## config.mk

```make
export PLATFORM = sky130hd
export DESIGN_NAME = hex8_disp_arbiter
export DESIGN_NICKNAME = d
export VERILOG_FILES = /design/src/rtl/hex8_disp_arbiter.sv
export SDC_FILE = /design/constraint.sdc
export NUM_CORES = 1
export LEC_CHECK = 0
export ABC_CLOCK_PERIOD_IN_PS = 3200
export BUFFER_PORTS_ARGS = -buffer_cell sky130_fd_sc_hd__buf_2
export CORE_ASPECT_RATIO = 1.75
export CORE_UTILIZATION = 48
export CTS_BUF_LIST = sky130_fd_sc_hd__clkbuf_8
export CTS_CLUSTER_SIZE = 25
export DETAILED_ROUTE_END_ITERATION = 6
export GPL_TIMING_DRIVEN = 0
export PLACE_DENSITY = 0.87
export SLEW_MARGIN = 20
export SYNTH_ARGS = -nofsm -noshare
export SYNTH_HDL_FRONTEND = slang
export SYNTH_SLANG_ARGS = --single-unit
```

## constraint.sdc

```tcl
create_clock -name Clk -period 3.2 [get_ports Clk]
set_clock_uncertainty 0.05 [all_clocks]
set_input_delay 0.16 -clock Clk [delete_from_list [all_inputs] [get_ports Clk]]
set_output_delay 0.16 -clock Clk [all_outputs]
set_load 0.05 [all_outputs]
```

## src/rtl/hex8_disp_arbiter.sv

```systemverilog
// hex8_disp_arbiter: shares the 8-digit hex display between three sources
// using round-robin grants with a minimum hold and a maximum ownership time.
module hex8_disp_arbiter #(
   parameter int unsigned HOLD_CYC  = 50_000_000,
   parameter int unsigned MAX_CYC   = 150_000_000,
   parameter int unsigned CW        = 28,
   parameter logic [31:0] IDLE_DATA = 32'h0000_0000
) (
   input  logic        Clk,
   input  logic        Rst_n,
   input  logic [2:0]  req,
   input  logic [31:0] data0,
   input  logic [31:0] data1,
   input  logic [31:0] data2,
   output logic [31:0] disp_data,
   output logic [2:0]  grant,
   output logic        busy,
   output logic        switch_pulse
);

   typedef enum logic {IDLE, OWN} state_t;

   localparam logic [CW-1:0] HOLD_M1 = CW'(HOLD_CYC - 1);
   localparam logic [CW-1:0] MAX_M1  = CW'(MAX_CYC - 1);

   state_t        state_q, state_d;
   logic [2:0]    grant_q, grant_d;
   logic [1:0]    last_q, last_d;
   logic [CW-1:0] cnt_q, cnt_d;
   logic [31:0]   disp_q, disp_d;
   logic          pulse_q, pulse_d;

   logic [2:0]    own_oh;
   logic [2:0]    others;
   logic          rel;
   logic          pre;
   logic [31:0]   sel;

   // First set bit at or after (from+1) mod 3, wrapping; from itself is last.
   function automatic logic [1:0] rr_pick(input logic [2:0] r,
                                          input logic [1:0] from);
      logic [1:0] idx;
      rr_pick = from;
      for (int k = 3; k >= 1; k--) begin
         idx = 2'((int'(from) + k) % 3);
         if (r[idx]) rr_pick = idx;
      end
   endfunction

   always_comb begin
      state_d = state_q;
      grant_d = grant_q;
      last_d  = last_q;
      cnt_d   = cnt_q;
      own_oh  = 3'b001 << last_q;
      others  = req & ~own_oh;
      rel     = 1'b0;
      pre     = 1'b0;
      unique case (state_q)
         IDLE: begin
            if (|req) begin
               last_d  = rr_pick(req, last_q);
               grant_d = 3'b001 << last_d;
               cnt_d   = '0;
               state_d = OWN;
            end
         end
         OWN: begin
            cnt_d = (cnt_q == MAX_M1) ? cnt_q : cnt_q + 1'b1;
            rel   = (cnt_q >= HOLD_M1) && !(|(req & own_oh));
            pre   = (cnt_q == MAX_M1) && (|(req & own_oh)) && (|others);
            if (rel || pre) begin
               cnt_d = '0;
               if (|others) begin
                  last_d  = rr_pick(others, last_q);
                  grant_d = 3'b001 << last_d;
               end else begin
                  grant_d = '0;
                  state_d = IDLE;
               end
            end
         end
         default: ;
      endcase
   end

   // The display word follows the post-edge owner, so it never lags grant.
   always_comb begin
      case (last_d)
         2'd0:    sel = data0;
         2'd1:    sel = data1;
         default: sel = data2;
      endcase
      disp_d  = (grant_d == 3'b000) ? IDLE_DATA : sel;
      pulse_d = (grant_d != grant_q);
   end

   always_ff @(posedge Clk or negedge Rst_n) begin
      if (!Rst_n) begin
         state_q <= IDLE;
         grant_q <= '0;
         last_q  <= 2'd2;
         cnt_q   <= '0;
         disp_q  <= IDLE_DATA;
         pulse_q <= 1'b0;
      end else begin
         state_q <= state_d;
         grant_q <= grant_d;
         last_q  <= last_d;
         cnt_q   <= cnt_d;
         disp_q  <= disp_d;
         pulse_q <= pulse_d;
      end
   end

   always_ff @(posedge Clk) begin
      assert (HOLD_CYC != 0 && MAX_CYC > HOLD_CYC &&
              (64'(1) << CW) >= 64'(MAX_CYC));
   end

   assign disp_data    = disp_q;
   assign grant        = grant_q;
   assign busy         = |grant_q;
   assign switch_pulse = pulse_q;

endmodule

```

==> flow_summary.yaml, run 1 <==
run_status:
  status: "complete, no violations"
logic_synthesis:
  synth-seq-cells: 67
  syn_inst: 458
  yosysTopAreaCell: "dfrtp_1"
  postSynthAreaPerCell_um2: 9.14
  synth_top_family_by_area: "compound AO/OA/AOI/OAI gates"
  synthAdderAreaFrac_pct: 2.03
  async_reset_ff_share_pct: 100
  synthDistinctLibCells: 65
  synth-seq-area-share_pct: 40.1
  syn_nets: 565
  netlist.area_leader.share_pct: 39.5
  synth-compound-area-share_pct: 21.6
  synthMuxAreaShare_pct: 8.37
  ys.flop_type: "dfrtp_1"
  synth-simple-area-share_pct: 18.7
  synthTopCellsByArea: "dfrtp_1 (39%), mux2i_1 (8.4%), a211oi_1 (6.1%)"
  yosysWarningCount: 0
  syn_area_um2: 4190
  synth_enable_flop_cells: 0
  synth_xor_area_share_pct: 3.35
timing:
  hold_viol: 0
  setup_violations: 0
  rsz0062_at_grt: "true"
  fmax_mhz: 316
  period_minus_slack_ps: 3170
  report.final.slew_viol_count: 0
  period_share_pct: 98.9
  relSlewSlack_pct: 34.0
  tns_ps: 0
  worst_slew_pin_slew_ps: 981
detailed_routing:
  routed_via_density: 5.88
  wl_mm: 12.4
  wl_met2_mm: 6.59
  drtPass1Iterations: 6
  top_layer_used: "met4"
  route.met3.wl_um: 622
  drt-met1-wl_mm: 4.72
  avgRoutedWirePerCell_um: 16.8
  dr.first_iter.drc_count: 367
  antenna_left: 0
  route.vias.total: 4350
  drc: 0
finish:
  seqCellArea_um2: 1680
  syn2layout_area_growth_pct: 33.8
  diodes: 0
  final_area_um2: 5600
  nets: 727
  mostFrequentLayoutCell: "buf_2"
  final_cell_mix: "buf_2 (139), dfrtp_1 (64), a21oi_1 (47), mux2i_1 (34), nand2_1 (29)"
  layout-drive-gt1-share_pct: 37.0
  multiInputGateArea_um2: 2450
  fillers: 627
placement:
  placed_area_um2: 5040
  dp_hpwl_mm: 8.84
  io_buffers: 136
  place_congestion: 0.919
power:
  comb_power_share_pct: 67.4
  p_leak_uw: 0.00262
  p_switching_uw: 3060
  power-per-cell-area_nw_per_um2: 1110
  seqPwrFrac_pct: 21.3
  switching_share_pct: 49.1
  max-vdd-ir-drop_uv: 966
  internal_power_uw: 3170
  p_clk_share_pct: 11.2
worst_hold_path:
  holdPathStages: 3
  hold_path_class: "in -> reg"
clock_tree:
  cts_tree: "built"
  clk_latency_ps: 350
  root_buffer: "clkbuf_8"
  htreeDepth: 3
  clock_path_buffers: 2
  cts_buffers: 9
  clkTransAtPathRegs_ps: 70
  cts.sinks: 67
critical_path:
  r2r_cells: 10
  critical_path_arrival_ps: 3370
  crit_path_cell_trace: "or4b_1 -> or4_4 -> a311oi_4 -> o22a_2 -> nand2_2 -> a311o_1 -> buf_6 -> buf_12 -> mux2i_1 -> a211oi_1"
  required_ps: 3400
  cp-start-kind: "register"
  crit_slowest_cell: "or4b_1"
  slowest_delay_ps: 500
  path_max_fanout: 10
  critPathCaptureType: "register"
  criticalPathCategory: "reg -> reg"
die:
  rows: 44
  die_h_um: 126
  coreArea_um2: 8370
  die_area_um2: 9110
  die_x_um: 72.6
  io_pins: 138
  initial_utilization_pct: 50.0
grt:
  grt_pass1_wl_mm: 19.6
  grt-ovfl-total: 0
  grt_antenna_before_repair: 0
  grt_pass1_vias: 4274
  grt_max_degree: 50
  grt.total_usage_pct: 27.4
flow_run:
  maxCapViolCount: 0
cell type report:
class                   instances  area share, %
plain buffers                  32           4.27
clock buffers                  10           2.46
clock inverters                 6           1.01
inverters                      17           1.18
multi-input cells             341           43.7
flip-flops and latches         67           30.0
well taps                     115           2.57
repair buffers                152           14.8
critical path: cells and delay by family, from the launching register on:
| kind | cells | cell delay [ps] |
|---|---|---|
| simple gates | 3 | 1050 |
| compound gates | 4 | 1120 |
| flops | 1 | 410 |
| mux | 1 | 130 |
| buf+inv | 2 | 300 |
registers in the layout (all words and copies together), names as in the netlist:
register / count
cnt_q: 28
switch_pulse: 1
state_q: 1
last_q: 2
grant: 3
disp_data: 32
power groups by stage:
stage               sequential (µW)  clock (µW)  combinational, µW
floorplan                      2130           0               1980
global placement               1320           0               3500
detailed placement             1330           0               3590
CTS                            1320         705               3820
global route                   1350         739               4470
finish                         1330         699               4200
metrics by stage:
step / hold WS (ps) / util (%) / worst slack, ps / power [µW] / instances
after global placement: 412 / 59.9 / -503 / 4820 / 709
after CTS: 34.5 / 64.3 / 0.513 / 5850 / 731
after global routing: 52.5 / 66.9 / -63.6 / 6560 / 740
after detailed placement: 12.1 / 60.2 / -599 / 4920 / 710
final: 43.7 / 66.9 / 34.3 / 6230 / 740
after floorplan: -186 / - / 22.1 / 4120 / 458
repair_timing:
item                                    4_1_cts  5_1_grt
resized for setup                            38       46
setup buffers                                 5        9
hold endpoints to repair                     66        0
pin swaps                                     5       18
endpoints found under the setup margin       48       37
hold buffers                                  1        0
cells by family after synthesis:
family,count (synthesis)
adder cells (fa/ha/maj),7
AO/OA/AOI/OAI,138
AND/OR/NAND/NOR,145
flip-flops,67
XOR/XNOR,16
buffers and inverters,50
multiplexers,35
path summary, 6_finish.rpt:
path                            from       endpoint  slack (ps)
max in group asynchronous      Rst_n      last_q[1]        2340
min in group asynchronous      Rst_n      cnt_q[18]         190
hold reg to reg             cnt_q[1]       cnt_q[1]         490
setup reg to reg           cnt_q[18]  disp_data[25]          30
hold / removal             data2[30]  disp_data[30]          40
setup / recovery           cnt_q[18]  disp_data[25]          30
synthesized netlist by cell type, types with 2 or more instances:
master	count
a211o_1	2
a211oi_1	34
a21o_1	3
a21oi_1	50
a22o_1	3
a22oi_1	2
a31oi_1	2
a32oi_1	2
and2_1	6
and3_1	10
buf_1	2
buf_12	3
buf_2	2
clkbuf_1	25
dfrtp_1	66
ha_1	6
inv_1	16
mux2i_1	35
nand2_1	30
nand2b_1	7
nand3_1	21
nand4_1	7
nand4b_1	2
nor2_1	23
nor2b_1	6
nor3_1	5
nor4_1	5
o21ai_0	17
o21ai_1	2
o22ai_1	2
o31ai_1	3
or3_1	10
or4_1	3
xnor2_1	5
xor2_1	11
routing by layer:
metal  up-vias  global-route usage [%]
met3        46                    5.48
met5         -                       0
li1       2023                       -
met1      2096                    31.0
met2       185                    47.6
met4         0                    14.2
(Power assumes the default switching activity.)
==> run 2, diff against run 1 <==
ABC_CLOCK_PERIOD_IN_PS = 2800   (was 3200)
PLACE_DENSITY = unset   (was 0.87)
PLACE_DENSITY_LB_ADDON = 0.08   (was unset)
clock period = 2.8 ns   (was 3.2 ns; I/O delays follow)
==> run 2 against run 1 <==
Against the previous run: the run now ends with negative setup slack left; critical path depth up 1; sequential power up 13%; cell count up 4.9%; setup slack worse by 470 ps; die area unchanged; worst hold slack worse by 7.5 ps; design area up 20%; fmax down 2.0%; first-iteration DRC count down 4.6%; register-to-register slack worse by 470 ps; non-clock buffer count up 36; routed wire length up 22%.
==> flow_summary.yaml, run 2 (synthesis gave the netlist of run 1 again) <==
timing:
  hold_viol: 0
  final.setup.worst_slack_ps: -431
  fmax_mhz: 309
  relSlewSlack_pct: 8.62
  setup_violations: 61
  worst_slew_pin_slew_ps: 1360
  rsz0062_at_grt: "true"
  period_share_pct: 115
  report.final.slew_viol_count: 0
  period_minus_slack_ps: 3230
  whs_ps: 36.1
detailed_routing:
  wl_mm: 15.1
  antenna_left: 0
  dr.first_iter.drc_count: 350
  routed_via_density: 6.02
  avgRoutedWirePerCell_um: 19.5
  drtPass1Iterations: 5
  drc: 0
  route.vias.total: 4668
critical_path:
  slowest_delay_ps: 510
  cp-start-kind: "register"
  crit_path_cell_trace: "or4b_1 -> or4_4 -> buf_6 -> nor3_4 -> o22a_2 -> and4_4 -> a311o_1 -> buf_12 -> buf_12 -> mux2i_2 -> a211oi_2"
  required_ps: 2970
  criticalPathCategory: "reg -> reg"
  critical_path_arrival_ps: 3400
  path_max_fanout: 9
  cp_common_cell: "buf_12"
  crit_slowest_cell: "or4b_1"
  critPathCaptureType: "register"
clock_tree:
  clock_path_buffers: 2
  clk_latency_ps: 360
  htreeDepth: 3
  clkTransAtPathRegs_ps: 90
  root_buffer: "clkbuf_8"
  cts_tree: "built"
  cts_buffers: 9
  cts.sinks: 67
finish:
  layout-drive-gt1-share_pct: 53.6
  largest_reg_flops: 32
  nets: 763
  utilization_pct: 80.2
  diodes: 0
  mostFrequentLayoutCell: "buf_2"
  layout.cells.non_filler: 776
  syn2layout_area_growth_pct: 60.4
  final_cell_mix: "buf_2 (136), dfrtp_1 (63), a21oi_1 (41), buf_4 (28), a211oi_2 (25)"
  fillers: 523
power:
  total_power_uw: 8520
  p_leak_uw: 0.00300
  power-per-cell-area_nw_per_um2: 1270
  max-vdd-ir-drop_uv: 998
placement:
  dpl.cell_count: 710
  dp_hpwl_mm: 8.91
  io_buffers: 136
  place_congestion: 0.930
  post-place-ws_ps: -558
grt:
  grt-ovfl-total: 0
  grt_pass1_wl_mm: 21.1
  grt.total_usage_pct: 30.1
  grt_pass1_vias: 4486
  grt_antenna_before_repair: 0
  grt_max_degree: 52
run_status:
  failed_checks: "negative setup slack"
  status: "finished, violations left"
die:
  initial_utilization_pct: 50.0
  die_area_um2: 9110
  io_pins: 138
  rows: 44
  die_h_um: 126
  die_x_um: 72.6
  coreArea_um2: 8370
worst_hold_path:
  hold_path_class: "in -> reg"
flow_run:
  maxCapViolCount: 0
run 2: cell count changes in the layout (fill, tap and decap cells not counted), moves of 7 or more:
| cell | change |
|---|---|
| mux2i_1 | -23 |
| mux2i_2 | +19 |
| a211oi_1 | -15 |
| a211oi_2 | +15 |
| buf_6 | +13 |
| nand3_1 | -11 |
| nand2_1 | -8 |
| buf_4 | +7 |
| clkbuf_16 | +7 |
| nand3_4 | +7 |
run 2: path summary, 6_finish.rpt:
check / slack [ps] / cells after the start / endpoint / from
worst min register to register: 490 / 1 / cnt_q[0] / cnt_q[0]
worst max-delay path: -430 / 11 / disp_data[17] / cnt_q[26]
min in group asynchronous: 150 / 2 / cnt_q[22] / Rst_n
worst min-delay path: 40 / 3 / disp_data[27] / data2[27]
max in group asynchronous: 1950 / 3 / last_q[1] / Rst_n
worst max register to register: -430 / 11 / disp_data[17] / cnt_q[26]
run 2: per-stage QoR:
stage	TNS [ps]	cell area, µm²
finish	-14560	6710
global route	-21570	6710
CTS	-14530	6110
detailed placement	-22630	5180
global placement	-21850	5150
floorplan	-2970	4320
run 2: routing by layer:
layer	track usage (%)	routed length (µm)
met5	0	0
met1	30.3	5240
met4	16.3	668
met2	55.4	8370
met3	6.37	836
run 2: what timing repair did:
item	in CTS	in global routing
pin swaps	13	48
gates cloned	7	3
hold buffers	2	0
endpoints found under the hold margin	67	0
buffers inserted	25	16
gates resized for setup	101	101
endpoints found under the setup margin	59	65
run 2: area by class of cell:
type,instances,area (µm²),share of cell area [%]
buffer,31,389,5.80
clock buffer,9,124,1.85
clock inverter,7,45.0,0.671
inverter,17,66.3,0.988
multi-input combinational,341,2960,44.1
sequential,67,1680,25.1
tap,115,144,2.14
timing repair buffer,189,1300,19.4
run 2: report_power, final:
part | switching [µW] | internal [µW] | total, µW
clock network | 399 | 319 | 719
registers | 170 | 1330 | 1500
logic | 3450 | 2850 | 6300
total | 4020 | 4500 | 8520
run 2: critical path: cells and delay by family, from the launching register on:
kind                   cells  cell delay [ps]
and+or+nand+nor            4             1390
AOI/OAI and AO/OA          3              490
DFF                        1              400
muxes                      1              260
buffers and inverters      3              480
